**src/rtl/if_pkg.sv**
```systemverilog
// -----------------------------------------------------------------------------
// if_pkg
// Shared defaults for the instruction fetch stage: PC / instruction widths,
// short and long immediate field widths, and the PC value loaded on reset.
// -----------------------------------------------------------------------------
package if_pkg;

   localparam int IF_PC_W     = 8;
   localparam int IF_INSTR_W  = 8;
   localparam int IF_IMM_S_W  = 3;
   localparam int IF_IMM_L_W  = 6;
   localparam int IF_RESET_PC = 0;

endpackage

```
**src/rtl/imm_sign_ext.sv**
```systemverilog
// -----------------------------------------------------------------------------
// imm_sign_ext
// Sign-extends a FIELD_W-bit immediate field to OUT_W bits.
//   field_i : immediate field, two's complement, FIELD_W bits
//   ext_o   : sign-extended result, OUT_W bits (OUT_W must exceed FIELD_W)
// -----------------------------------------------------------------------------
module imm_sign_ext #(
   parameter int FIELD_W = 3,
   parameter int OUT_W   = 8
) (
   input  logic [FIELD_W-1:0] field_i,
   output logic [OUT_W-1:0]   ext_o
);

   assign ext_o = {{(OUT_W-FIELD_W){field_i[FIELD_W-1]}}, field_i};

endmodule

```
**src/rtl/instr_fetch_stage.sv**
```systemverilog
// -----------------------------------------------------------------------------
// instr_fetch_stage
// Single-cycle instruction fetch with PC-relative jumps, absolute redirect and
// a valid/ready IF/ID output register.
//   Clk, Reset       : clock and synchronous active-high reset
//   Imem_Addr        : fetch address (the PC register)
//   Imem_Data        : instruction at Imem_Addr, combinational same cycle
//   PCSrc            : fetched instruction is a PC-relative jump
//   ImmSel           : 1 = long immediate field, 0 = short immediate field
//   Redirect_Valid/PC: absolute redirect from a later stage (flushes IF/ID)
//   Out_Valid/Ready  : IF/ID handshake towards decode
//   Out_Instr/Imm/PC : registered instruction, sign-extended immediate, address
// -----------------------------------------------------------------------------
module instr_fetch_stage
   import if_pkg::*;
#(
   parameter int PC_W     = IF_PC_W,
   parameter int INSTR_W  = IF_INSTR_W,
   parameter int IMM_S_W  = IF_IMM_S_W,
   parameter int IMM_L_W  = IF_IMM_L_W,
   parameter int RESET_PC = IF_RESET_PC
) (
   input  logic               Clk,
   input  logic               Reset,
   output logic [PC_W-1:0]    Imem_Addr,
   input  logic [INSTR_W-1:0] Imem_Data,
   input  logic               PCSrc,
   input  logic               ImmSel,
   input  logic               Redirect_Valid,
   input  logic [PC_W-1:0]    Redirect_PC,
   output logic               Out_Valid,
   input  logic               Out_Ready,
   output logic [INSTR_W-1:0] Out_Instr,
   output logic [PC_W-1:0]    Out_Imm,
   output logic [PC_W-1:0]    Out_PC
);

   logic [PC_W-1:0]    pc_q, pc_d;
   logic               out_valid_q, out_valid_d;
   logic [INSTR_W-1:0] out_instr_q, out_instr_d;
   logic [PC_W-1:0]    out_imm_q, out_imm_d;
   logic [PC_W-1:0]    out_pc_q, out_pc_d;

   logic [PC_W-1:0]    imm_s, imm_l, imm;
   logic               fire;

   imm_sign_ext #(.FIELD_W(IMM_S_W), .OUT_W(PC_W)) u_ext_short (
      .field_i (Imem_Data[IMM_S_W-1:0]),
      .ext_o   (imm_s)
   );

   imm_sign_ext #(.FIELD_W(IMM_L_W), .OUT_W(PC_W)) u_ext_long (
      .field_i (Imem_Data[IMM_L_W-1:0]),
      .ext_o   (imm_l)
   );

   assign imm = ImmSel ? imm_l : imm_s;

   // Fetch only when the IF/ID slot is free or being drained; a redirect
   // suppresses the fetch because the instruction at the old PC is stale.
   assign fire = !Redirect_Valid && (!out_valid_q || Out_Ready);

   always_comb begin
      pc_d        = pc_q;
      out_valid_d = out_valid_q;
      out_instr_d = out_instr_q;
      out_imm_d   = out_imm_q;
      out_pc_d    = out_pc_q;
      if (Redirect_Valid) begin
         pc_d        = Redirect_PC;
         out_valid_d = 1'b0;
      end else if (fire) begin
         out_valid_d = 1'b1;
         out_instr_d = Imem_Data;
         out_imm_d   = imm;
         out_pc_d    = pc_q;
         // Jump target is relative to the next sequential PC; wraps mod 2^PC_W.
         pc_d        = pc_q + PC_W'(1) + (PCSrc ? imm : '0);
      end
      // Otherwise stalled (valid and not ready): everything holds.
   end

   always_ff @(posedge Clk) begin
      if (Reset) begin
         pc_q        <= PC_W'(RESET_PC);
         out_valid_q <= 1'b0;
         out_instr_q <= '0;
         out_imm_q   <= '0;
         out_pc_q    <= '0;
      end else begin
         pc_q        <= pc_d;
         out_valid_q <= out_valid_d;
         out_instr_q <= out_instr_d;
         out_imm_q   <= out_imm_d;
         out_pc_q    <= out_pc_d;
      end
   end

   assign Imem_Addr = pc_q;
   assign Out_Valid = out_valid_q;
   assign Out_Instr = out_instr_q;
   assign Out_Imm   = out_imm_q;
   assign Out_PC    = out_pc_q;

endmodule

```
**config.mk**
```make
export PLATFORM = sky130hd
export DESIGN_NAME = instr_fetch_stage
export DESIGN_NICKNAME = d
export VERILOG_FILES = /design/src/rtl/if_pkg.sv /design/src/rtl/imm_sign_ext.sv /design/src/rtl/instr_fetch_stage.sv
export SDC_FILE = /design/constraint.sdc
export NUM_CORES = 1
export LEC_CHECK = 0
export BUFFER_PORTS_ARGS = -buffer_cell sky130_fd_sc_hd__clkbuf_2
export CORE_MARGIN = 4
export CORE_UTILIZATION = 35
export DETAILED_ROUTE_END_ITERATION = 10
export GPL_TIMING_DRIVEN = 1
export HOLD_SLACK_MARGIN = 0.15
export SKIP_CTS_REPAIR_TIMING = 1
export SLEW_MARGIN = 20
export SYNTH_ARGS = -nofsm -noshare
export SYNTH_HDL_FRONTEND = slang
export SYNTH_HIERARCHICAL = 1
export SYNTH_SLANG_ARGS = --single-unit
```
**constraint.sdc**
```tcl
create_clock -name Clk -period 4.78 [get_ports Clk]
set_input_delay 0.239 -clock Clk [delete_from_list [all_inputs] [get_ports Clk]]
set_output_delay 0.239 -clock Clk [all_outputs]
set_load 0.02 [all_outputs]
```
### Word level (Yosys, flattened, before mapping)

Cells that the tools add are included.

| cells by class | value |
|---|---|
| $add $sub $neg | 2 |
| reductions and logical operators | 7 |
| mux-type cells | 4 |
| bitwise logic cells | 1 |

Operators with widths:

| operator | number |
|---|---|
| two-way mux 8 bit | 4 |
| adder 8 x 1 -> 8 bit, second input constant | 1 |
| adder 8 bit | 1 |
| zero test 1 bit | 2 |
| AND reduction 2 bit | 1 |
| nonzero test 2 bit | 1 |
| OR reduction 2 bit | 1 |
| logical AND 1 bit | 1 |
| logical OR 1 bit | 1 |
| inverter 1 bit | 1 |

| storage, ports and cells | value |
|---|---|
| flip-flop bits (word level) | 33 |
| output and inout bits | 33 |

### Longest topological paths before layout

| logic depth | value |
|---|---|
| depth in word-level cells | 5 |
| mapped depth | 10 |
| depth with buffers taken out | 9 |

### Modules after synthesis

The synthesis kept the hierarchy.

By module, submodules not included:

| module | seq. area each (sq um) | times used | cells each | area each (sq um) |
|---|---|---|---|---|
| instr_fetch_stage | 660.6 | 1 | 208 | 1662.8 |
| imm_sign_ext | 0.0 | 2 | 8 | 60.1 |

### Worst setup path before layout

No wires, ideal clock.

| timing | value |
|---|---|
| path type | input port to flip-flop |
| from | input ImmSel |
| to | register pc_q[6], in the netlist Imem_Addr[6] |
| stages on the path | 10 |
| setup time | 0.062 ns |
| arrival | 2.000 ns |
| path slack | 2.718 ns |
| cell sequence | buf_6 mux2_2 nand2_1 ha_1 fa_1 nor2b_1 o21a_1 o211ai_1 a2111o_1 nand3_1 |

| on the way | value |
|---|---|
| cells in the longest elaborated chain, start to end | 5 |

Ends and longest elaborated chain:

| what | RTL line | source |
|---|---|---|
| start, declared | instr_fetch_stage.sv:28 | `input logic ImmSel,` |
| two-way mux 8 bit | instr_fetch_stage.sv:57 | `assign imm = ImmSel ? imm_l : imm_s;` |
| two-way mux 8 bit | instr_fetch_stage.sv:78 | `pc_d = pc_q + PC_W'(1) + (PCSrc ? imm : '0);` |
| adder 8 bit | instr_fetch_stage.sv:78 |  |
| two-way mux 8 bit | instr_fetch_stage.sv:72 | `end else if (fire) begin` |
| two-way mux 8 bit | instr_fetch_stage.sv:69 | `if (Redirect_Valid) begin` |
| end signal, assigned | instr_fetch_stage.sv:85 | `pc_q <= PC_W'(RESET_PC);` |
| end signal, assigned | instr_fetch_stage.sv:91 | `pc_q <= pc_d;` |
| end, declared | instr_fetch_stage.sv:38 | `logic [PC_W-1:0] pc_q, pc_d;` |

Every way passes these cells. The select of a mux whose other input is x is not followed.
A chain may end at the register's enable or synchronous reset.

### Final worst setup path

| timing | value |
|---|---|
| from | input ImmSel |
| to | register pc_q[7], in the netlist Imem_Addr[7] |

The elaborated chain is that of the path after synthesis.

==> impl_metrics.csv <==
group,metric,value,unit
synth,synth.distinct_cells,34,
synth,synth_area_leaders,"dfxtp_1 (37%), nand2_1 (8.2%), a21oi_1 (6.7%), buf_4 (6.7%), nor2_1 (5.9%)",
finish,syn2layout_area_growth,16.77,%
finish,drive_above_1_share,25.58,%
sta,finalMaxSlewViolations,0,
finish,antenna_cells,0,
setup_path,arrival,2.19,ns
grt,grt_overflow_total,0,
grt,grt_pass1_vias,1419,
clock_network,clock-root-buffer,"clkbuf_8",
worst_hold_path,hold_depth,3,
drt,ant_nets,0,
synth,synthMuxAreaShare,5.123,%
synth,synth_warnings,6,
setup_path,r2r_cells,8,
setup_path,crit_path_end_kind,"register",
grt,grt_max_degree,41,
synth,synth_area_per_cell,7.960,um2
floorplanning,io_pins,55,
sta,whs,0.1713,ns
placed_design,dp_cells,317,
finish,nets,287,
synth,syn_inst,224,
grt,grt_pass1_wl,6913,um
finish,fin_cells,325,
run_status,status,"finished, final reports clean",
synth,syn-cell-area,1783,um2
sta,tightest_slew,0.8969,ns
floorplanning,core_area,4817,um2
sta,final.period_utilization,42.62,%
clock_network,numCtsBuffers,5,
placed_design,dp_hpwl,3062,um
sta,relSlewSlack,40.20,%
synth,yosysTopAreaCell,"dfxtp_1",
setup_path,critPathRequiredTime,4.93,ns
drt,vias,1548,
synth,synth-compound-area-share,18.11,%
drt,wirelength,4154,um
synth,async_flop_share,0,%
sta,finalHoldViolCount,0,
synth,synth_largest_type_area_fraction,37.05,%
drt,via_per_inst,4.763,
sta,tns,0,ns
sta,rsz0062_at_grt,"false",
synth,synth_edf_count,0,
clock_network,clk_latency,0.28,ns
power_and_ir_drop,ir_drop,0.1375,mV
synth,synth_simple_gate_area_share,21.47,%
placed_design,place_congestion,0.8503,
finish,fill_cells,533,
synth,synth_seq_cells,33,
clock_network,cts.sinks,33,
clock_network,cts_tree,"built",
sta,setup-violations-final,0,
sta,fin_worst_skew,0.003773,ns
grt,antenna_found_initial,0,
synth,syn_nets,254,
setup_path,worstSetupStartpointType,"input pin",
power_and_ir_drop,p_per_area,352.2,nW/um2
finish,layout_common_cells,"clkbuf_2 (54), nand2_1 (39), dfxtp_1 (33)",
floorplanning,rows,25,
floorplanning,dieHeight,79.38,um
power_and_ir_drop,total_power,0.7333,mW
drt,wl_per_cell,12.78,um
clock_network,h-tree-depth,2,
sta,min_period,2.037,ns
synth,ys.flop_type,"dfxtp_1",
floorplanning,fp.dieW,79.38,um
setup_path,worstSetupPathType,"input pin to register",
floorplanning,initial_core_util,37.01,%
drt,detail_route.iter0.violations,46,
power_and_ir_drop,cellLeakagePower,0.9613,nW
floorplanning,dieArea,6300,um2
finish,final_common_cell,"clkbuf_2",
synth,synth_xor_area_share,0.9825,%
drt,first_pass_iters,4,
clock_network,ctsLongestPathBuffers,2,
synth,synth_top_family_by_area,"simple AND/OR/NAND/NOR gates",
run,maxCapViolCount,0,
setup_path,crit_fanout,8,
drt,drc,0,
clock_network,cts.reportedPaths.clkPinSlew,0.07,ns
synth,synth-adder-area-share,6.035,%
grt,grt_use_total,14.06,%
sta,clock.fmax,490.9,MHz
placed_design,port_buffers,54,
worst_hold_path,min_path_type,"input pin to register",
synth,yosysSeqAreaShare,37.05,%
layout make-up:
type,instances,area (um2),share of cell area (%)
flip-flops and latches,33,660.6,31.73
multi-input cells,157,924.6,44.41
clock buffers,7,86.33,4.147
well taps,67,83.83,4.026
clock inverters,1,30.03,1.442
inverters,5,18.77,0.9014
repair buffers,55,277.8,13.34
per-layer routing:
metal	track usage [%]	wire length, um	up-vias
li1	-	-	812
met1	18.72	2044	692
met2	21.38	1836	37
met3	3.273	188	7
met4	6.701	85	0
met5	0	0	-
report_power, final:
group | internal [mW] | switching, mW | leakage, nW | total (mW)
clock | 0.170 | 0.0987 | 0.0585 | 0.269
combinational | 0.0590 | 0.0940 | 0.631 | 0.153
sequential | 0.295 | 0.0163 | 0.272 | 0.312
state kept, by name, summed over array words and instances, names as in the netlist:
name / count
Imem_Addr: 8
Out_Imm: 8
Out_Instr: 8
Out_PC: 8
Out_Valid: 1
metrics by stage:
stage	instance area [um2]	utilization, %	setup WS (ns)
2_1_floorplan	1783	-	2.718
3_3_place_gp	1966	40.81	2.504
3_5_place_dp	1966	40.81	2.443
4_1_cts	2082	43.22	2.747
5_1_grt	2082	43.22	2.594
6_report	2082	43.22	2.743
critical path, cell delays in order:
cell      delay (ns)
clkbuf_2        0.23
mux2i_1         0.26
nand2b_1        0.18
inv_1           0.05
ha_1            0.25
nor2b_1         0.14
o31a_1          0.27
a221oi_1        0.31
or4_1           0.18
o211ai_2        0.07
Yosys cell counts (5+ instances only):
library cell	count
a211oi_1	9
a21oi_1	24
ha_1	7
clkbuf_1	7
nand2_1	39
dfxtp_1	33
buf_4	16
inv_1	5
mux2i_1	8
nor2_1	28
worst paths after layout:
check	startpoint	to	slack [ns]
min	Imem_Data[7]	Out_Instr[7]	0.17
max	ImmSel	Imem_Addr[7]	2.74
max reg2reg	Imem_Addr[0]	Imem_Addr[6]	2.81
min reg2reg	Out_PC[3]	Out_PC[3]	0.45
kinds of logic after synthesis:
family | after synthesis
xor+xnor | 2
flops | 33
simple gates | 88
compound gates | 50
mux | 9
fa+ha+maj | 8
buf+inv | 34
Note: power is estimated with default switching activity, not from simulation.
